File: config.mk
export PLATFORM = sky130hd
export DESIGN_NAME = spmv_mem_arbiter
export DESIGN_NICKNAME = d
export VERILOG_FILES = /design/src/rtl/spmv_mem_pkg.sv /design/src/rtl/spmv_mem_arbiter_starve_prio.sv /design/src/rtl/spmv_mem_arbiter.sv
export SDC_FILE = /design/constraint.sdc
export NUM_CORES = 1
export LEC_CHECK = 0
export CAP_MARGIN = 10
export CORE_ASPECT_RATIO = 0.9
export CORE_UTILIZATION = 48
export CTS_BUF_LIST = sky130_fd_sc_hd__clkbuf_16
export DETAILED_ROUTE_END_ITERATION = 10
export GPL_TIMING_DRIVEN = 0
export PLACE_DENSITY = 0.93
export SYNTH_ARGS = -nofsm -noshare
export SYNTH_HDL_FRONTEND = slang
export SYNTH_SLANG_ARGS = --single-unit
File: constraint.sdc
create_clock -name clk -period 5.4 [get_ports clk]
set_input_delay 0.54 -clock clk [delete_from_list [all_inputs] [get_ports clk]]
set_output_delay 0.54 -clock clk [all_outputs]
set_load 0.03 [all_outputs]
File: src/rtl/spmv_mem_pkg.sv
// Shared definitions for the SpMV PE memory request arbiter:
// requester encoding, response-tag layout and the default store stride.
package spmv_mem_pkg;

   // Load tag layout on req_mem_d_or_tag: bit 0 marks an x-cache load,
   // bits [2:1] carry the decoder stream id for matrix loads.
   localparam int unsigned TAG_X_BIT   = 0;
   localparam int unsigned TAG_M_LSB   = 1;
   localparam int unsigned TAG_M_WIDTH = 2;
   localparam int unsigned TAG_WIDTH   = TAG_M_LSB + TAG_M_WIDTH;

   // Default byte increment between consecutive result stores.
   localparam int unsigned DEF_ADDR_STEP = 8;

   // Which requester owns the memory port this cycle.
   typedef enum logic [1:0] {
      REQ_NONE = 2'd0,
      REQ_ST   = 2'd1,
      REQ_X    = 2'd2,
      REQ_M    = 2'd3
   } req_e;

   // Build the response-routing tag for a load request.
   function automatic logic [TAG_WIDTH-1:0] tag_bits(input logic            is_x,
                                                     input logic [TAG_M_WIDTH-1:0] mtag);
      logic [TAG_WIDTH-1:0] t;
      t = '0;
      if (is_x)
         t[TAG_X_BIT] = 1'b1;
      else
         t[TAG_M_LSB +: TAG_M_WIDTH] = mtag;
      return t;
   endfunction

endpackage

File: src/rtl/spmv_mem_arbiter_starve_prio.sv
// Three-way fixed-priority selector (store > x-load > matrix-load) with
// starvation counters that promote a bypassed load requester above all others.
module spmv_starve_prio
   import spmv_mem_pkg::*;
#(
   parameter int unsigned STARVE_LIMIT = 16
)(
   input  logic clk,
   input  logic rst,
   input  logic eligible,
   input  logic st_req,
   input  logic x_valid,
   input  logic m_valid,
   output req_e grant
);

   localparam int unsigned CW = $clog2(STARVE_LIMIT + 1);
   localparam logic [CW-1:0] LIMIT = CW'(STARVE_LIMIT);

   logic [CW-1:0] cnt_x;
   logic [CW-1:0] cnt_m;
   logic          x_forced;
   logic          m_forced;

   assign x_forced = x_valid && (cnt_x == LIMIT);
   assign m_forced = m_valid && (cnt_m == LIMIT);

   // Grant selection: a starved load wins first (x before m), then base priority.
   always_comb begin
      grant = REQ_NONE;
      if (eligible) begin
         if (x_forced)
            grant = REQ_X;
         else if (m_forced)
            grant = REQ_M;
         else if (st_req)
            grant = REQ_ST;
         else if (x_valid)
            grant = REQ_X;
         else if (m_valid)
            grant = REQ_M;
      end
   end

   // Starvation counters: count eligible cycles a pending load is bypassed,
   // saturating at the limit; cleared on grant or when the request goes away.
   always_ff @(posedge clk) begin
      if (rst) begin
         cnt_x <= '0;
         cnt_m <= '0;
      end else begin
         if (!x_valid || grant == REQ_X)
            cnt_x <= '0;
         else if (eligible && cnt_x != LIMIT)
            cnt_x <= cnt_x + CW'(1);

         if (!m_valid || grant == REQ_M)
            cnt_m <= '0;
         else if (eligible && cnt_m != LIMIT)
            cnt_m <= cnt_m + CW'(1);
      end
   end

endmodule

File: src/rtl/spmv_mem_arbiter.sv
// Memory request arbiter for one SpMV PE: schedules the single request port
// among result stores, x-cache loads and matrix-decoder loads, owns the
// result-store address window and registers the outgoing request.
module spmv_mem_arbiter
   import spmv_mem_pkg::*;
#(
   parameter int unsigned ADDR_WIDTH   = 48,
   parameter int unsigned DATA_WIDTH   = 64,
   parameter int unsigned STARVE_LIMIT = 16,
   parameter int unsigned ADDR_STEP    = DEF_ADDR_STEP
)(
   input  logic                  clk,
   input  logic                  rst,
   input  logic                  enable,
   input  logic                  st_valid,
   input  logic [DATA_WIDTH-1:0] st_data,
   output logic                  st_ready,
   input  logic                  ldx_valid,
   input  logic [ADDR_WIDTH-1:0] ldx_addr,
   output logic                  ldx_ready,
   input  logic                  ldm_valid,
   input  logic [ADDR_WIDTH-1:0] ldm_addr,
   input  logic [1:0]            ldm_tag,
   output logic                  ldm_ready,
   input  logic                  st_base_load,
   input  logic [ADDR_WIDTH-1:0] st_base,
   input  logic [ADDR_WIDTH-1:0] st_end,
   output logic                  st_done,
   output logic                  st_dropped,
   output logic                  req_mem_ld,
   output logic                  req_mem_st,
   output logic [ADDR_WIDTH-1:0] req_mem_addr,
   output logic [DATA_WIDTH-1:0] req_mem_d_or_tag,
   input  logic                  req_mem_stall
);

   logic                  eligible;
   logic                  st_req;
   req_e                  grant;
   logic [ADDR_WIDTH-1:0] st_addr;
   logic [ADDR_WIDTH-1:0] st_end_r;

   // Stall is sampled here; a request already registered still goes out.
   assign eligible = enable && !req_mem_stall && !rst;
   // A window reload blocks the store for one cycle so it issues at the new base.
   assign st_req   = st_valid && !st_base_load;

   spmv_starve_prio #(
      .STARVE_LIMIT (STARVE_LIMIT)
   ) u_prio (
      .clk      (clk),
      .rst      (rst),
      .eligible (eligible),
      .st_req   (st_req),
      .x_valid  (ldx_valid),
      .m_valid  (ldm_valid),
      .grant    (grant)
   );

   assign st_ready  = (grant == REQ_ST);
   assign ldx_ready = (grant == REQ_X);
   assign ldm_ready = (grant == REQ_M);
   assign st_done   = (st_addr == st_end_r);

   // Store address window: reload, advance per issued store, flag discards.
   always_ff @(posedge clk) begin
      if (rst) begin
         st_addr    <= '0;
         st_end_r   <= '0;
         st_dropped <= 1'b0;
      end else if (st_base_load) begin
         st_addr    <= st_base;
         st_end_r   <= st_end;
         st_dropped <= 1'b0;
      end else if (grant == REQ_ST) begin
         if (st_done)
            st_dropped <= 1'b1;
         else
            st_addr <= st_addr + ADDR_WIDTH'(ADDR_STEP);
      end
   end

   // Request register: one cycle after grant; address/data hold when idle.
   always_ff @(posedge clk) begin
      if (rst) begin
         req_mem_ld       <= 1'b0;
         req_mem_st       <= 1'b0;
         req_mem_addr     <= '0;
         req_mem_d_or_tag <= '0;
      end else begin
         req_mem_st <= (grant == REQ_ST) && !st_done;
         req_mem_ld <= (grant == REQ_X) || (grant == REQ_M);
         case (grant)
            REQ_ST: begin
               if (!st_done) begin
                  req_mem_addr     <= st_addr;
                  req_mem_d_or_tag <= st_data;
               end
            end
            REQ_X: begin
               req_mem_addr     <= ldx_addr;
               req_mem_d_or_tag <= DATA_WIDTH'(tag_bits(1'b1, 2'b00));
            end
            REQ_M: begin
               req_mem_addr     <= ldm_addr;
               req_mem_d_or_tag <= DATA_WIDTH'(tag_bits(1'b0, ldm_tag));
            end
            default: ;
         endcase
      end
   end

endmodule

==> impl_metrics.csv <==
group,metric,value,unit
run_status,status,"completed",
route,dr_wl_met3,4694,um
timing,fin_crit,4633,ps
synthesis,yosys_warnings,0,
setup_path,critical_path.top_delay_family,"buffers and inverters",
route,route.met2.wl,20740,um
clock_tree,cts_buffers,24,
finish,drive_gt1_share,3.986,%
timing,worstMarginPinSlew,1107,ps
synthesis,async_flop_share,0,%
timing,finalSetupViolCount,0,
timing,fin_tns_setup,0,ps
route,wl,43680,um
setup_path,crit_slowest_cell,"clkdlybuf4s50_1",
floorplanning,ioPinCount,385,
setup_path,worstPathArrival,4090,ps
floorplanning,die_h,141.4,um
grt,grt_max_degree,15,
synthesis,syn-instance-count,1232,
timing,finClkSkew,19.43,ps
route,wl_per_cell,22.42,um
route,ant_nets,0,
route,wirelength_met1,15640,um
setup_path,crit_buf_inv,4,
synthesis,syn-cell-area,10360,um^2
clock_tree,ctsHoldBuffers,0,
power_and_ir_drop,p_leak,5.595,nW
setup_path,worstPathCellList,"clkbuf_1, xnor2_1, nand4_1, nor4_1, nand3_2, inv_2, buf_1, clkdlybuf4s50_1",
placement,gp_congestion,0.9982,
timing,maxSlewHeadroom,25.52,%
timing,fmax,215.9,MHz
timing,rsz0062_at_grt,"false",
synthesis,syn_nets,1503,
finish,fin_nets,1912,
clock_tree,numClockSinks,221,
synthesis,ys_types,64,
clock_tree,postCtsSetupRepairBufs,0,
hold_path,hold_path_class,"flop to flop",
placement,dp.cells,1901,
hold_path,hp-start,"req_mem_addr[29]",
finish,area_growth,48.08,%
clock_tree,clock-root-buffer,"clkbuf_16",
setup_path,critPathMaxFanout,10,
grt,grt_pass1_vias,11269,
synthesis,synth-seq-cells,221,
power_and_ir_drop,p_total,4.128,mW
power_and_ir_drop,powerDensity,269.0,nW/um^2
clock_tree,cts_tree,"yes",
setup_path,cp-end-kind,"primary output",
finish,seq_area,4424,um^2
placement,port_buffers,383,
finish,multiInputGateArea,5429,um^2
clock_tree,cts_max_path_buffers,3,
route,via_count,11681,
setup_path,r2r_start,"u_prio.cnt_x[0]",
setup_path,crit_required,4860,ps
clock_tree,htreeDepth,1,
setup_path,max_stage_delay,820,ps
finish,final_cells,1948,
run,max_cap_viol_count,0,
route,highest_layer,"met4",
hold_path,whs_path_depth,2,
timing,post-route-period-util,85.79,%
route,drc,0,
synthesis,synth-edff-count,0,
grt,grt_pass1_wl,64010,um
setup_path,reg2reg_slack,2030,ps
floorplanning,die_w,156.9,um
floorplanning,core,20960,um^2
synthesis,synth_area_per_cell,8.411,um^2
hold_path,hold_end,"req_mem_addr[29]",
synthesis,yosysSeqAreaShare,42.70,%
synthesis,synthFlopType,"dfxtp_1",
clock_tree,ctsResizeCount,0,
route,firstDrtPassIters,6,
placement,dpl.hpwl,33120,um
setup_path,r2r_end,"req_mem_d_or_tag[52]",
route,vias_per_cell,5.996,
floorplanning,die_area,22180,um^2
grt,grt_overflow_total,0,
grt,grt_antenna_before_repair,6,
power_and_ir_drop,ir_worst_vdd,0.0002095,V
floorplanning,start_util,49.44,%
finish,fill_cells,1556,
route,drt_iter0_drc,1370,
finish,finalCoreUtilization,73.22,%
grt,groute.usage.overall,38.10,%
timing,final_hold_viol_count,0,
setup_path,worst_setup_path_start_kind,"flop",
floorplanning,core.rowCount,50,
clock_tree,clkTransAtPathRegs,60,ps
clock_tree,clk-insertion-delay-late,530,ps
setup_path,ff2ff_path_depth,13,
timing,report.final.slew_viol_count,0,
setup_path,crit_type,"flop to primary output",
-- final cells by class --
cell class	count	area share [%]
Inverter	19	0.4974
Sequential cell	221	28.83
Tap cell	286	2.332
Clock buffer	25	4.077
Timing Repair Buffer	383	24.98
Buffer	107	2.821
Antenna cell	6	0.09785
Clock inverter	16	0.9785
Multi-Input combinational cell	885	35.38
-- report_power, final --
part / internal, mW / switching [mW] / leakage [nW]
clock: 0.974 / 0.684 / 0.392
sequential: 1.70 / 0.0682 / 1.81
combinational: 0.349 / 0.350 / 3.40
-- stage by stage --
| stage | area, um^2 | setup WS, ps | hold WS [ps] |
|---|---|---|---|
| after floorplan | 10360 | 2869 | 471.7 |
| after global placement | 14550 | 1010 | 441.0 |
| after detailed placement | 14550 | 1002 | 445.5 |
| after CTS | 15330 | 953.2 | 453.5 |
| after global routing | 15340 | 687.9 | 478.6 |
| final | 15340 | 767.2 | 457.4 |
-- worst min-delay path: stages (launching register included) --
cell     delay, ps
dfxtp_1        310
nand2_1         50
a21oi_1         50
-- cells in the mapped netlist (all sizes together) (3+ instances only) --
cell    instances  area share, %
a21o            8           0.58
a22o           61            5.2
nand3          27            1.4
nor4           10           0.60
o21ai          32            1.5
a31oi          14           0.85
nand4          31            1.9
a21oi          69            3.4
dfxtp         221             43
and3           11           0.66
a311o          48            4.6
nor3           21            1.0
buf            35            1.6
inv            17           0.62
nand3b          3           0.22
nand2         197            7.2
a32oi           4           0.34
clkbuf         72            2.6
xnor2          56            4.7
o211ai          3           0.22
o311ai          4           0.34
ha              5           0.60
a22oi           9           0.65
nor2          140            5.1
nor2b           5           0.30
and4            5           0.42
a211oi          5           0.36
o21a            5           0.36
mux2i          54            5.2
xor2           11           0.93
a221oi          6           0.51
and2            7           0.42
-- layer usage --
layer  global-route usage (%)  vias up
li1                         -     5214
met5                        0        -
met4                    21.78        0
met2                    64.30      808
met3                    9.071      180
met1                    44.16     5479
-- layout by cell type (no fill, tap or decap), drive strengths merged, types with 5 or more instances in the layout --
| cell type | synthesis | final |
|---|---|---|
| clkinv | 2 | 10 |
| a21oi | 69 | 69 |
| nor2b | 5 | 5 |
| nor2 | 140 | 140 |
| a22o | 61 | 61 |
| xnor2 | 56 | 56 |
| and4 | 5 | 5 |
| nand2 | 197 | 197 |
| inv | 17 | 21 |
| nor4 | 10 | 10 |
| and3 | 11 | 11 |
| a31oi | 14 | 14 |
| a311o | 48 | 48 |
| diode | 0 | 6 |
| ha | 5 | 5 |
| a22oi | 9 | 9 |
| mux2i | 54 | 54 |
| nand4 | 31 | 31 |
| and2 | 7 | 7 |
| clkdlybuf4s50 | 0 | 383 |
| dfxtp | 221 | 221 |
| o21ai | 32 | 32 |
| nand3 | 27 | 27 |
| o21a | 5 | 5 |
| a221oi | 6 | 6 |
| a21o | 8 | 8 |
| clkbuf | 72 | 97 |
| a211oi | 5 | 5 |
| nor3 | 21 | 21 |
| xor2 | 11 | 11 |
| buf | 35 | 35 |
-- registers in the layout, summed over array words and instances, names as in the netlist --
name / cells
st_end_r: 48
req_mem_st: 1
u_prio.cnt_x: 5
st_dropped: 1
req_mem_d_or_tag: 64
u_prio.cnt_m: 5
req_mem_addr: 48
req_mem_ld: 1
st_addr: 48
-- cell families (layout without fill, tap and decap cells) --
kind of cell / Yosys count / after routing / synth area share [%]
other: 0 / 6 / 0
XOR/XNOR: 67 / 67 / 5.663
flip-flops: 221 / 221 / 42.69
adder cells (fa/ha/maj): 5 / 5 / 0.6037
AND/OR/NAND/NOR: 471 / 471 / 20.28
AO/OA/AOI/OAI: 288 / 288 / 20.62
multiplexers: 54 / 54 / 5.216
buffers and inverters: 126 / 550 / 4.914
-- worst max path at each step --
stage	start	endpoint	slack, ps	cells past startpoint
final	st_addr[17]	st_done	770	8
after global routing	st_addr[11]	st_done	690	8
after CTS	st_addr[11]	st_done	950	8
after detailed placement	rst	ldx_ready	1000	9
after global placement	rst	ldx_ready	1010	9
after floorplan	st_addr[17]	st_done	2870	7
Note: power is estimated with default switching activity, not from simulation.
